<file path="src/rtl/rf_writeback_scheduler_if.sv">
// Writeback request/response bundle between the two requesters, the scheduler
// and the register-file write ports.
interface rf_writeback_scheduler_if #(
  parameter int DW    = 16,
  parameter int DEPTH = 4
);
  localparam int CW = $clog2(DEPTH) + 1;

  // Requester side: a request is taken on a cycle where valid and ready are both
  // high; ready is already qualified by valid, so ready alone means accepted.
  logic          a_valid;
  logic          a_ready;
  logic [2:0]    a_dst;
  logic [DW-1:0] a_data;
  logic          b_valid;
  logic          b_ready;
  logic [2:0]    b_dst_low;
  logic [2:0]    b_dst_high;
  logic [DW-1:0] b_data_low;
  logic [DW-1:0] b_data_high;

  // Register-file write ports and hazard/occupancy status.
  logic          reg_write_low;
  logic          reg_write_high;
  logic [2:0]    reg_dst_low;
  logic [2:0]    reg_dst_high;
  logic [DW-1:0] data_to_be_written_low;
  logic [DW-1:0] data_to_be_written_high;
  logic [7:0]    pending_mask;
  logic [CW-1:0] count;

  modport master (
    output a_valid, a_dst, a_data,
    output b_valid, b_dst_low, b_dst_high, b_data_low, b_data_high,
    input  a_ready, b_ready,
    input  reg_write_low, reg_write_high, reg_dst_low, reg_dst_high,
    input  data_to_be_written_low, data_to_be_written_high,
    input  pending_mask, count
  );

  modport slave (
    input  a_valid, a_dst, a_data,
    input  b_valid, b_dst_low, b_dst_high, b_data_low, b_data_high,
    output a_ready, b_ready,
    output reg_write_low, reg_write_high, reg_dst_low, reg_dst_high,
    output data_to_be_written_low, data_to_be_written_high,
    output pending_mask, count
  );
endinterface

</file>
<file path="src/rtl/rf_writeback_scheduler.sv">
// Arbitrates single (A) and paired (B) writeback requests into an in-order FIFO
// drained one entry per cycle onto registered register-file write ports.
module rf_writeback_scheduler #(
  parameter int DEPTH = 4,
  parameter int DW    = 16
) (
  input  logic                     clk,
  input  logic                     reset,
  input  logic                     flush,
  rf_writeback_scheduler_if.slave  wb,
  output logic                     rr_state_o
);
  localparam int PW = $clog2(DEPTH);
  localparam int CW = PW + 1;

  typedef struct packed {
    logic          pair;
    logic [2:0]    dst_low;
    logic [2:0]    dst_high;
    logic [DW-1:0] data_low;
    logic [DW-1:0] data_high;
  } entry_t;

  typedef enum logic {RR_A = 1'b0, RR_B = 1'b1} rr_e;

  rr_e           rr_q, rr_d;
  entry_t        mem_q [DEPTH];
  logic [PW-1:0] wr_ptr_q, rd_ptr_q;
  logic [CW-1:0] count_q, count_d;

  logic          reg_write_low_q, reg_write_high_q;
  logic [2:0]    reg_dst_low_q, reg_dst_high_q;
  logic [DW-1:0] data_low_q, data_high_q;

  logic          pop, push_ok, accept_ok, grant_a, grant_b, push;
  logic          a_ready, b_ready;
  entry_t        head, new_entry;
  logic [PW-1:0] off;
  logic [7:0]    mask;

  assign head = mem_q[rd_ptr_q];

  // A full FIFO still accepts when the head leaves in the same cycle.
  assign pop       = (count_q != '0) && !flush;
  assign push_ok   = (count_q < CW'(DEPTH)) || pop;
  assign accept_ok = push_ok && !flush && !reset;
  assign grant_a   = wb.a_valid && (!wb.b_valid || (rr_q == RR_A));
  assign grant_b   = wb.b_valid && (!wb.a_valid || (rr_q == RR_B));
  assign a_ready   = grant_a && accept_ok;
  assign b_ready   = grant_b && accept_ok;
  assign push      = a_ready || b_ready;

  always_comb begin
    new_entry = '0;
    if (a_ready) begin
      new_entry.pair     = 1'b0;
      new_entry.dst_low  = wb.a_dst;
      new_entry.data_low = wb.a_data;
    end else begin
      new_entry.pair      = 1'b1;
      new_entry.dst_low   = wb.b_dst_low;
      new_entry.dst_high  = wb.b_dst_high;
      new_entry.data_low  = wb.b_data_low;
      new_entry.data_high = wb.b_data_high;
    end
  end

  // Round-robin pointer: after a grant the other port becomes preferred.
  always_comb begin
    rr_d = rr_q;
    if (a_ready)      rr_d = RR_B;
    else if (b_ready) rr_d = RR_A;
  end

  always_ff @(posedge clk) begin
    if (reset) rr_q <= RR_A;
    else       rr_q <= rr_d;
  end

  always_comb begin
    count_d = count_q;
    unique case ({push, pop})
      2'b10:   count_d = count_q + 1'b1;
      2'b01:   count_d = count_q - 1'b1;
      default: count_d = count_q;
    endcase
  end

  always_ff @(posedge clk) begin
    if (reset) begin
      for (int i = 0; i < DEPTH; i++) mem_q[i] <= '0;
      wr_ptr_q         <= '0;
      rd_ptr_q         <= '0;
      count_q          <= '0;
      reg_write_low_q  <= 1'b0;
      reg_write_high_q <= 1'b0;
      reg_dst_low_q    <= '0;
      reg_dst_high_q   <= '0;
      data_low_q       <= '0;
      data_high_q      <= '0;
    end else if (flush) begin
      wr_ptr_q         <= '0;
      rd_ptr_q         <= '0;
      count_q          <= '0;
      reg_write_low_q  <= 1'b0;
      reg_write_high_q <= 1'b0;
    end else begin
      if (push) begin
        mem_q[wr_ptr_q] <= new_entry;
        wr_ptr_q        <= wr_ptr_q + 1'b1;
      end
      if (pop) begin
        rd_ptr_q         <= rd_ptr_q + 1'b1;
        reg_write_low_q  <= 1'b1;
        // Same-register pair: only the low half is written.
        reg_write_high_q <= head.pair && (head.dst_low != head.dst_high);
        reg_dst_low_q    <= head.dst_low;
        reg_dst_high_q   <= head.dst_high;
        data_low_q       <= head.data_low;
        data_high_q      <= head.data_high;
      end else begin
        reg_write_low_q  <= 1'b0;
        reg_write_high_q <= 1'b0;
      end
      count_q <= count_d;
    end
  end

  always_comb begin
    mask = '0;
    off  = '0;
    for (int i = 0; i < DEPTH; i++) begin
      off = PW'(i) - rd_ptr_q;
      if ({1'b0, off} < count_q) begin
        mask[mem_q[i].dst_low] = 1'b1;
        if (mem_q[i].pair) mask[mem_q[i].dst_high] = 1'b1;
      end
    end
    if (reg_write_low_q)  mask[reg_dst_low_q]  = 1'b1;
    if (reg_write_high_q) mask[reg_dst_high_q] = 1'b1;
  end

  assign wb.a_ready                 = a_ready;
  assign wb.b_ready                 = b_ready;
  assign wb.reg_write_low           = reg_write_low_q;
  assign wb.reg_write_high          = reg_write_high_q;
  assign wb.reg_dst_low             = reg_dst_low_q;
  assign wb.reg_dst_high            = reg_dst_high_q;
  assign wb.data_to_be_written_low  = data_low_q;
  assign wb.data_to_be_written_high = data_high_q;
  assign wb.pending_mask            = mask;
  assign wb.count                   = count_q;
  assign rr_state_o                 = rr_q;
endmodule
</file>
<file path="src/flat_wrapper.sv">
// flat-port wrapper written by rule: the top's interface ports become plain ports
module rf_writeback_scheduler_flat 
#(
  parameter int DEPTH = 4,
  parameter int DW    = 16
)
  (clk, reset, flush, rr_state_o, wb_a_valid, wb_a_dst, wb_a_data, wb_b_valid, wb_b_dst_low, wb_b_dst_high, wb_b_data_low, wb_b_data_high, wb_a_ready, wb_b_ready, wb_reg_write_low, wb_reg_write_high, wb_reg_dst_low, wb_reg_dst_high, wb_data_to_be_written_low, wb_data_to_be_written_high, wb_pending_mask, wb_count);
  rf_writeback_scheduler_if #(.DW(DW), .DEPTH(DEPTH)) wb_i ();
  input  logic clk;
  input  logic reset;
  input  logic flush;
  output logic rr_state_o;
  input wire logic [$bits(wb_i.a_valid)-1:0] wb_a_valid;
  input wire logic [$bits(wb_i.a_dst)-1:0] wb_a_dst;
  input wire logic [$bits(wb_i.a_data)-1:0] wb_a_data;
  input wire logic [$bits(wb_i.b_valid)-1:0] wb_b_valid;
  input wire logic [$bits(wb_i.b_dst_low)-1:0] wb_b_dst_low;
  input wire logic [$bits(wb_i.b_dst_high)-1:0] wb_b_dst_high;
  input wire logic [$bits(wb_i.b_data_low)-1:0] wb_b_data_low;
  input wire logic [$bits(wb_i.b_data_high)-1:0] wb_b_data_high;
  output wire logic [$bits(wb_i.a_ready)-1:0] wb_a_ready;
  output wire logic [$bits(wb_i.b_ready)-1:0] wb_b_ready;
  output wire logic [$bits(wb_i.reg_write_low)-1:0] wb_reg_write_low;
  output wire logic [$bits(wb_i.reg_write_high)-1:0] wb_reg_write_high;
  output wire logic [$bits(wb_i.reg_dst_low)-1:0] wb_reg_dst_low;
  output wire logic [$bits(wb_i.reg_dst_high)-1:0] wb_reg_dst_high;
  output wire logic [$bits(wb_i.data_to_be_written_low)-1:0] wb_data_to_be_written_low;
  output wire logic [$bits(wb_i.data_to_be_written_high)-1:0] wb_data_to_be_written_high;
  output wire logic [$bits(wb_i.pending_mask)-1:0] wb_pending_mask;
  output wire logic [$bits(wb_i.count)-1:0] wb_count;
  assign wb_i.a_valid = wb_a_valid;
  assign wb_i.a_dst = wb_a_dst;
  assign wb_i.a_data = wb_a_data;
  assign wb_i.b_valid = wb_b_valid;
  assign wb_i.b_dst_low = wb_b_dst_low;
  assign wb_i.b_dst_high = wb_b_dst_high;
  assign wb_i.b_data_low = wb_b_data_low;
  assign wb_i.b_data_high = wb_b_data_high;
  assign wb_a_ready = wb_i.a_ready;
  assign wb_b_ready = wb_i.b_ready;
  assign wb_reg_write_low = wb_i.reg_write_low;
  assign wb_reg_write_high = wb_i.reg_write_high;
  assign wb_reg_dst_low = wb_i.reg_dst_low;
  assign wb_reg_dst_high = wb_i.reg_dst_high;
  assign wb_data_to_be_written_low = wb_i.data_to_be_written_low;
  assign wb_data_to_be_written_high = wb_i.data_to_be_written_high;
  assign wb_pending_mask = wb_i.pending_mask;
  assign wb_count = wb_i.count;
  rf_writeback_scheduler #(.DEPTH(DEPTH), .DW(DW)) u_core (.clk(clk), .reset(reset), .flush(flush), .wb(wb_i), .rr_state_o(rr_state_o));
endmodule
</file>
<file path="config.mk">
export PLATFORM = sky130hd
export DESIGN_NAME = rf_writeback_scheduler_flat
export DESIGN_NICKNAME = d
export VERILOG_FILES = /design/src/rtl/rf_writeback_scheduler_if.sv /design/src/rtl/rf_writeback_scheduler.sv /design/src/flat_wrapper.sv
export SDC_FILE = /design/constraint.sdc
export NUM_CORES = 1
export LEC_CHECK = 0
export ABC_AREA = 1
export ABC_CLOCK_PERIOD_IN_PS = 3850
export CORE_MARGIN = 4
export CORE_UTILIZATION = 35
export DETAILED_ROUTE_END_ITERATION = 16
export MAX_ROUTING_LAYER = met4
export PLACE_DENSITY = 0.68
export RECOVER_POWER = 50
export SLEW_MARGIN = 20
export SYNTH_ARGS = -nofsm -noshare
export SYNTH_HDL_FRONTEND = slang
export SYNTH_SLANG_ARGS = --single-unit
</file>
<file path="constraint.sdc">
create_clock -name clk -period 3.85 [get_ports clk]
set_clock_uncertainty 0.05 [all_clocks]
set_input_delay 0.385 -clock clk [delete_from_list [all_inputs] [get_ports clk]]
set_output_delay 0.385 -clock clk [all_outputs]
set_load 0.05 [all_outputs]
</file>
==> results.md, run 1 <==
* CTS Sinks at about 210
* Drt wl/cell at 16.54 um
* Share of layout cells above drive strength 1 at 0.04835
* Clk slew on worst S/H paths at about 0.06 ns
* Final HPWL DP at 17320 um
* DR vias at 8072
* Req. time, crit path at 3.41 ns
* Main combinational cell family by area after synthesis: simple AND/OR/NAND/NOR gates
* Fraction of the mapped netlist area in adder cells at 0.008452
* Pre-CTS setup slack at roughly 0.97 ns
* DIE AREA at 0.03065 mm2
* Die height at 175.1 um
* CTS H-tree depth at 1
* Post-CTS Setup Inserts at 0
* Row count at 60
* Worst setup EP type: output pin
* Core area at 0.02718 mm2
* DR DRC count at 0
* Gpl congestion at 0.8967
* Total nets after synthesis at 1193
* VDD IR max at 0.2953 mV
* I/O pins at around 120
* Pin count of the biggest net entering global routing at 80
* CP max stage cell: clkbuf_1
* Setup violations, final at 0
* Max Root-Sink Buffers at 3
* Design Power at 0.005115 W
* TritonCTS clock tree: yes
* Vias in the first global route at ~7700
* CP max stage delay at 0.91 ns
* Initial Util at 0.3595
* Top FF cell, synth: edfxtp_1
* ANT cells at 0
* Layout area overhead at 22.74%
* Grt total ovfl at 0
* WP data arrival at a little over 3 ns
* Commonest non-fill, non-tap cell in the layout: nor2_1
* Crit-path max FO at 24
* Initial antenna violation count at 0
* Crit-path cells: dlygate4sd3_1, nor2_1, nand3_2, clkbuf_1, inv_2, buf_4
* Drt total wl at 26690 um
* Hold Path Class: flip-flop to flip-flop
* RSZ-0062 raised after global routing: no
* Status: finished, final reports clean
* Port Buffers at approximately 120
* Vias/cell at 5.004
* Slew Viols, Final at 0
* Hold path endpoint: u_core.rr_state_o
* Post-route minimum period at 3.480 ns
* Register area share after synthesis at 0.5819
* Most frequent cells in the layout: nor2_1, edfxtp_1, nand2_1
* Fin crit share at 0.9038
* Hold Startpoint: u_core.rr_state_o
* Slew headroom at 0.004168
* Synth Cell Area at around 0.0098 mm2
* CTS Hold Bufs at 0
* Worst skew pair latency at 0.50 ns
* GR Util All Layers at 0.1738
* Final Hold Vio Count at 0
* Global-route wire length before repair at 41580 um
* Die W at 175.1 um
* Pleak at 4.832 nW
* R2R Path Start: u_core.rr_state_o
* CTS buffer count at 22
* Initial DRC Count at 657
* Final antenna-violating net count at 0
* XOR/XNOR share of the synthesized area at 0.0008964
* Multiplexer share of the synthesized area at 0
* Synthesized area per cell at 8.685 um2
* CTS root buf: clkbuf_16
* Worst hold path depth at 2
* FF-to-FF setup slack at 0.90 ns
* Post-Synthesis Cells at 1125
* Nets at 1293
* PwrDens at 426.5 mW/mm2
* Number of unique standard cell types used by synthesis at 34
* Fmax at 0.2874 GHz
* Startpoint types: primary input
* Post-Synth Simple-Gate Area at 0.2092
* Compound-Gate Fraction of Synth Area at 0.1279
* Pre-antenna DRT Iters at 6
* Number of synthesized register bits at between 200 and 250
* Post-cts resize count at 0
* Max-capacitance violation count at 0
* Syn. warnings at 0
* R2R depth at 8
* Ys async rst share at 0
* Final Worst Setup Slack at 0.3705 ns
* Reg2Reg Capture Point: u_core.mem_q[0][7]
* Crit path kind: primary input to output pin
* Worst-Margin Slew at 1.494 ns
* Setup TNS at 0 ns
* Number of synthesized flops with an enable pin at roughly 160
-- worst max path at each step --
| stage | start | to | slack, ns | depth (start not counted) |
|---|---|---|---|---|
| after floorplan | u_core.rr_state_o | u_core.mem_q[3][0] | 0.49 | 6 |
| after global placement | u_core.wb.count[1] | wb_pending_mask[2] | 1.02 | 10 |
| after detailed placement | u_core.wb.count[1] | wb_pending_mask[2] | 0.97 | 10 |
| after CTS | u_core.wb.count[1] | wb_pending_mask[2] | 0.44 | 10 |
| after global routing | flush | wb_b_ready | 0.20 | 6 |
| final | flush | wb_b_ready | 0.37 | 6 |
-- where the power goes --
group | leakage, nW | total [W] | internal, W | switching, W
sequential | 2.03 | 0.00254 | 0.00249 | 0.0000538
clock | 0.352 | 0.00208 | 0.00124 | 0.000836
combinational | 2.45 | 0.000497 | 0.000170 | 0.000327
-- cells by family after synthesis --
group | after synthesis
adder cells (fa/ha/maj) | 6
flip-flops | 206
AO/OA/AOI/OAI | 225
AND/OR/NAND/NOR | 509
XOR/XNOR | 1
buffers and inverters | 178
-- Yosys cell counts (all sizes together) (2+ instances only) --
cell / instances / area [um2]
nor2: 288 / 1091
edfxtp: 156 / 4684
nand2: 151 / 569.3
o21ai: 139 / 695.7
inv: 121 / 454.2
nand3: 52 / 270.3
dfxtp: 50 / 1001
a31oi: 34 / 212.7
buf: 29 / 140.1
clkbuf: 28 / 105.1
a21oi: 21 / 105.1
o21a: 20 / 150.1
nor3: 7 / 40.04
ha: 5 / 62.56
nand4: 5 / 31.28
nand3b: 4 / 30.03
o22ai: 4 / 25.02
o32ai: 2 / 17.52
or2: 2 / 12.51
-- routing by layer --
layer	vias to the layer above	wire, um	global-route usage
met3	49	1511	0.02142
met1	3802	11830	0.2285
met5	-	0	-
met4	0	679	0.04484
met2	279	12660	0.2876
li1	3942	-	-
-- registers in the layout (all words and copies together) (netlist names), named ones only --
name                               count
u_core.mem_q                         156
u_core.wb.data_to_be_written_high     16
u_core.wb.data_to_be_written_low      16
u_core.wb.count                        3
u_core.wb.reg_dst_high                 3
u_core.wb.reg_dst_low                  3
u_core.rd_ptr_q                        2
u_core.wr_ptr_q                        2
u_core.rr_state_o                      1
u_core.wb.reg_write_high               1
u_core.wb.reg_write_low                1
-- critical path, delay by kind of cell --
family / cells / cell delay (ns)
buffers and inverters: 4 / 2.39
and+or+nand+nor: 2 / 0.26
-- layout make-up --
cell class                      instances  area, um2
Multi-Input combinational cell        741       3373
Fill cell                            2668      15180
Clock inverter                          5      53.80
Clock buffer                           35      660.6
Sequential cell                       206       5688
Timing Repair Buffer                  133       1296
Inverter                              121      455.4
Tap cell                              372      465.4
-- per-stage QoR --
stage | std cells | hold slack, ns | util | cell area (um2)
2_1_floorplan | 1125 | 0.4269 | - | 9771
3_3_place_gp | 1573 | 0.4475 | 0.4168 | 11330
3_5_place_dp | 1573 | 0.4614 | 0.4168 | 11330
4_1_cts | 1613 | 0.4716 | 0.4430 | 12040
5_1_grt | 1613 | 0.4891 | 0.4413 | 11990
6_report | 1613 | 0.4670 | 0.4413 | 11990
Power figures use the tool's default switching activity.
==> inputs of run 2 (changes only) <==
--- a/config.mk
+++ b/config.mk
@@ -6,12 +6,14 @@
 export NUM_CORES = 1
 export LEC_CHECK = 0
 export ABC_AREA = 1
-export ABC_CLOCK_PERIOD_IN_PS = 3850
+export ABC_CLOCK_PERIOD_IN_PS = 4000
+export CAP_MARGIN = 15
+export CORE_ASPECT_RATIO = 1.75
 export CORE_MARGIN = 4
 export CORE_UTILIZATION = 35
 export DETAILED_ROUTE_END_ITERATION = 16
 export MAX_ROUTING_LAYER = met4
-export PLACE_DENSITY = 0.68
+export PLACE_DENSITY = 0.66
 export RECOVER_POWER = 50
 export SLEW_MARGIN = 20
 export SYNTH_ARGS = -nofsm -noshare
==> constraint.sdc (replaced) <==
create_clock -name clk -period 4 [get_ports clk]
set_clock_uncertainty 0.05 [all_clocks]
set_input_delay 0.4 -clock clk [delete_from_list [all_inputs] [get_ports clk]]
set_output_delay 0.4 -clock clk [all_outputs]
set_load 0.05 [all_outputs]
==> run 2 against run 1 <==
Compared with the run above: worst setup slack improved by 0.12 ns; die area increased by 0.34%; sequential power decreased by 4%; clock power decreased by 7%; final cell count decreased by 0.74%; wire length increased by 0.31%; the flow now finishes with violations (capacitance limit, slew limit); clock-buffer cell count decreased by 15; first-iteration DRC count decreased by 18%; hold slack improved by 0.022 ns; highest routed layer unchanged.
==> results.md, run 2 (synthesis gave the netlist of run 1 again) <==
* FF+latch area at 0.005688 mm2
* Met3 Usage GRT at 0.01845
* Final HPWL DP at 18460 um
* WP buf/inv at 4
* Hold Startpoint: u_core.wb.data_to_be_written_high[14]
* Worst skew pair latency at 0.48 ns
* Slew Viols, Final at between 150 and 200
* Finished Core Util at 0.4359
* WP data arrival at 3.06 ns
* FF-to-FF setup slack at 0.70 ns
* TritonCTS clock tree: yes
* CTS Sinks at about 210
* Largest register FFs at 156
* Req. time, crit path at 3.55 ns
* I/O pins at roughly 120
* Power share of the clock group at 0.399
* DR DRC count at 0
* Max Root-Sink Buffers at 3
* Hold Path Class: flip-flop to flip-flop
* Layout area overhead at 22.37%
* Die W at 134.3 um
* DR vias at 7944
* Net switching fraction of the power at 0.2301
* Slew headroom at -0.1331
* Initial DRC Count at between 500 and 600
* CTS root buf: clkbuf_16
* Final antenna-violating net count at 0
* CP max stage cell: clkbuf_1
* Pin count of the biggest net entering global routing at 80
* Post-CTS Setup Inserts at 0
* Routing usage on met1 at 0.1867
* VDD IR max at 0.2278 mV
* RSZ-0062 raised after global routing: no
* Max-capacitance violation count at 2
* CP Launch Point: flush
* Post-route minimum period at 3.512 ns
* Fmax at 0.2847 GHz
* Multi-input gate area at approximately 0.0034 mm2
* Worst setup EP type: output pin
* Commonest non-fill, non-tap cell in the layout: nor2_1
* Drt total wl at 26770 um
* Layout filler cell count at ~2700
* CTS buffer count at 18
* Pleak at ~4.9 nW
* CP max stage delay at 0.91 ns
* Die height at 229.0 um
* Port Buffers at 115
* CTS Hold Bufs at 0
* Drt wl/cell at roughly 17 um
* Sequential share of power at 0.503
* PwrDens at 406.4 mW/mm2
* Gr busiest metal: met2
* Fin crit share at 0.8780
* Failing checks: capacitance limit, slew limit
* Most frequent cells in the layout: nor2_1, edfxtp_1, nand2_1
* Vias/cell at 4.962
* CP top delay family: buffers and inverters
* Internal at 0.003741 W
* Initial antenna violation count at 0
* Initial Util at 0.3563
* Crit-path max FO at 24
* Startpoint types: primary input
* Crit path kind: primary input to output pin
* Part of the power in combinational logic at 0.098
* Vias in the first global route at 7973
* Core area at 0.02743 mm2
* CTS H-tree depth at 1
* Clk slew on worst S/H paths at roughly 0.07 ns
* Setup TNS at 0 ns
* Grt total ovfl at 0
* ANT cells at 0
* Post-cts resize count at 0
* Most flops, register: u_core.mem_q
* Global-route wire length before repair at 41830 um
* GR Util met2 at 0.3306
* GR Util All Layers at 0.1766
* Psw at about 0.0011 W
* Pre-antenna DRT Iters at 5
* Row count at 80
* Worst-Margin Slew at approximately 1.7 ns
* Nets at 1288
* Crit-path cells: dlygate4sd3_1, nor2_1, nand3_2, clkbuf_1, inv_2, buf_4
* Final Hold Vio Count at 0
* DIE AREA at 0.03076 mm2
* R2R Path Start: u_core.rr_state_o
* Status: finished, violations left
* Share of layout cells above drive strength 1 at 0.04789
* Setup violations, final at 0
* Gpl congestion at 0.9234
-- run 2: changes by cell type in the layout (fill, tap and decap cells not counted), sizes merged --
| cell | previous run | this run |
|---|---|---|
| dlygate4sd3 | 21 | 34 |
| buf | 15 | 12 |
| bufinv | 1 | 5 |
| clkinvlp | 0 | 2 |
| clkbuf | 39 | 26 |
| inv | 120 | 121 |
| clkdlybuf4s50 | 93 | 80 |
-- run 2: layer usage --
layer	part of all wire	vias up
li1	-	3924
met1	0.37	3728
met2	0.55	228
met3	0.047	64
met4	0.037	0
met5	0	-
-- run 2: path summary, 6_finish.rpt --
kind / to / depth (start not counted)
setup reg to reg: u_core.mem_q[1][19] / 9
setup / recovery: wb_b_ready / 6
hold reg to reg: u_core.wb.data_to_be_written_high[14] / 2
hold / removal: u_core.wb.data_to_be_written_high[14] / 2
-- run 2: through the flow --
step	total power [W]	worst slack [ns]	hold WS, ns	instance area (um2)	cells
2_1_floorplan	0.002763	0.6436	0.4269	9771	1125
3_3_place_gp	0.002967	1.055	0.4535	11330	1569
3_5_place_dp	0.002976	1.013	0.4798	11330	1569
4_1_cts	0.004906	0.6288	0.4950	11990	1601
5_1_grt	0.005026	0.3161	0.5088	11960	1601
6_report	0.004859	0.4879	0.4888	11960	1601
-- run 2: worst reg2reg max path: cells and delay by family, from the launching register on --
| family | cells | cell delay (ns) |
|---|---|---|
| buf+inv | 4 | 1.64 |
| simple gates | 5 | 0.97 |
| flops | 1 | 0.38 |
-- run 2: area by class of cell --
type                    count  share of cell area
flip-flops and latches    206              0.4757
multi-input cells         741              0.2837
repair buffers            132              0.1085
clock buffers              20             0.04008
well taps                 369             0.03861
inverters                 121             0.03799
clock inverters            12             0.01538
-- run 2: power by group through the flow --
stage / logic (W) / registers, W / clock network [W]
after floorplan: 0.000233 / 0.00253 / 0
after global placement: 0.000480 / 0.00249 / 0
after detailed placement: 0.000486 / 0.00249 / 0
after CTS: 0.000488 / 0.00244 / 0.00198
after global routing: 0.000523 / 0.00245 / 0.00205
final: 0.000475 / 0.00244 / 0.00194
==> patch (settings of run 1) <==
`DW` is set to 16 in 3 places; all go to 32.
--- a/src/rtl/rf_writeback_scheduler_if.sv
+++ b/src/rtl/rf_writeback_scheduler_if.sv
@@ -3,3 +3,3 @@
 interface rf_writeback_scheduler_if #(
-  parameter int DW    = 16,
+  parameter int DW    = 32,
   parameter int DEPTH = 4
--- a/src/rtl/rf_writeback_scheduler.sv
+++ b/src/rtl/rf_writeback_scheduler.sv
@@ -4,3 +4,3 @@
   parameter int DEPTH = 4,
-  parameter int DW    = 16
+  parameter int DW    = 32
 ) (
--- a/src/flat_wrapper.sv
+++ b/src/flat_wrapper.sv
@@ -4,3 +4,3 @@
   parameter int DEPTH = 4,
-  parameter int DW    = 16
+  parameter int DW    = 32
 )
Interface: changed (5 resized); port bits go from 116 to 196. No check against the original RTL was run, so the function may have changed too.
==> patch against run 1 <==
- the run now ends with max-capacitance violations, max-slew violations left
- setup slack got worse by 97 ps
- cell count is 59% higher
- cell area increased by 67%
- total power rose by 81%
- synthesized area is 69% higher
- core utilization decreased by 1.1 points
- routed wire length grew 75%
- sequential share of layout area increased by 3.3 points
- sequential cell count rose by 160
- critical endpoint is now u_core.mem_q[2][53]
- largest power group unchanged
==> patch: results (changes against run 1) <==
Vias per Instance 5.00 (-0.16%); run status complete, but fails checks; setup slack on the worst flop-to-flop path 580 ps (-320 ps); synthesized netlist cell count 1775 (+58%); final max-slew violation count 229 (+229); maximum level of the CTS H-tree 2 (+1); max FFs per register 284 (+82%); source-to-sink clock delay at the later pin of the worst-skew pair 520 ps (+20 ps); routability congestion estimate from global placement 0.883 (-1.5%); critical-path cell with the highest stage delay sky130_fd_sc_hd__nor2_1; vias in the first global route 12500 (+63%); drt wl/cell 18.2 um (+10%); max-cap violations 3 (+3); worst IR drop on VDD 0.292 mV (-1.1%); pin count of the biggest net entering global routing 142 (+78%); post-synthesis net count 1891 (+59%); met1 usage 0.233 (+0.00468); worst-case hold slack 441 ps (-26.2 ps); count of placed standard cells including taps 2495 (+59%); number of cell instances on the worst register-to-register path 5 (-3); length of routed wiring on met1 20300 um (+71%); Cell Area, Placed 18900 um^2 (+67%); Buffers on Ports 195 (+70%); P_leak 8.05 nW (+67%); post-synthesis sequential area ratio 0.615 (+0.0327); max frequency 280 MHz (-2.7%); number of enable-type register cells in the synthesized netlist 284 (+82%); Power Sequential 4.54 mW (+79%); start point of the critical path reset; CP max stage delay 720 ps (-190 ps); cell family contributing the most delay on the critical path simple AND/OR/NAND/NOR gates; WL final 46700 um (+75%); met3 Use GR 0.0281 (+0.00672); Comb pwr share 0.117 (+0.020); global-route track usage on met2 0.309 (+0.0213); total power divided by cell area 460 nW/um^2 (+7.9%); Cell variety after synth 32 (-5.9%); Worst Path Max Fanout 22 (-8.3%); fraction of final layout cells with drive strength greater than 1 0.0424 (-0.00596); Min-Delay Startpoint u_core.wr_ptr_q[0]; crit path DAT 3720 ps (+680 ps); worst setup path endpoint u_core.mem_q[2][53]; Worst R2R End u_core.wb.data_to_be_written_low[8]; Worst Hold End u_core.wr_ptr_q[0]; final-stage net count 2044 (+58%); all-layer global routing usage 0.184 (+0.00969); failing checks max-capacitance violations, max-slew violations; Post-Place Setup Slack 678 ps (-297 ps); met2 wirelength from detailed routing 23000 um (+82%); starting DRC count in detailed routing 1050 (+60%); top cells by count, synth sky130_fd_sc_hd__nor2_1 (528), sky130_fd_sc_hd__edfxtp_1 (284), sky130_fd_sc_hd__o21ai_0 (228)
-- patch: changes by cell type in the layout (fill, tap and decap cells not counted), sizes merged, moves of 25 or more --
cell / delta
o21ai: +89
a31oi: +33
clkdlybuf4s50: +25
inv: +48
nor2: +244
edfxtp: +128
dlygate4sd3: +55
dfxtp: +32
-- patch: cell type report --
cell class / count / area [um^2]
sequential: 366 / 10200
fill: 4527 / 26600
inverter: 171 / 646
multi-input combinational: 1137 / 5130
timing repair buffer: 214 / 2130
tap: 607 / 759
clock inverter: 15 / 144
clock buffer: 55 / 1080
antenna: 1 / 2.50
-- patch: logic make-up after synthesis --
kind of cell             count (synthesis)  share of synthesized area
flip-flops                             366                      0.615
buffers and inverters                  272                     0.0730
XOR/XNOR                                 1                   0.000529
adder cells (fa/ha/maj)                  6                    0.00499
AO/OA/AOI/OAI                          370                      0.123
AND/OR/NAND/NOR                        760                      0.184
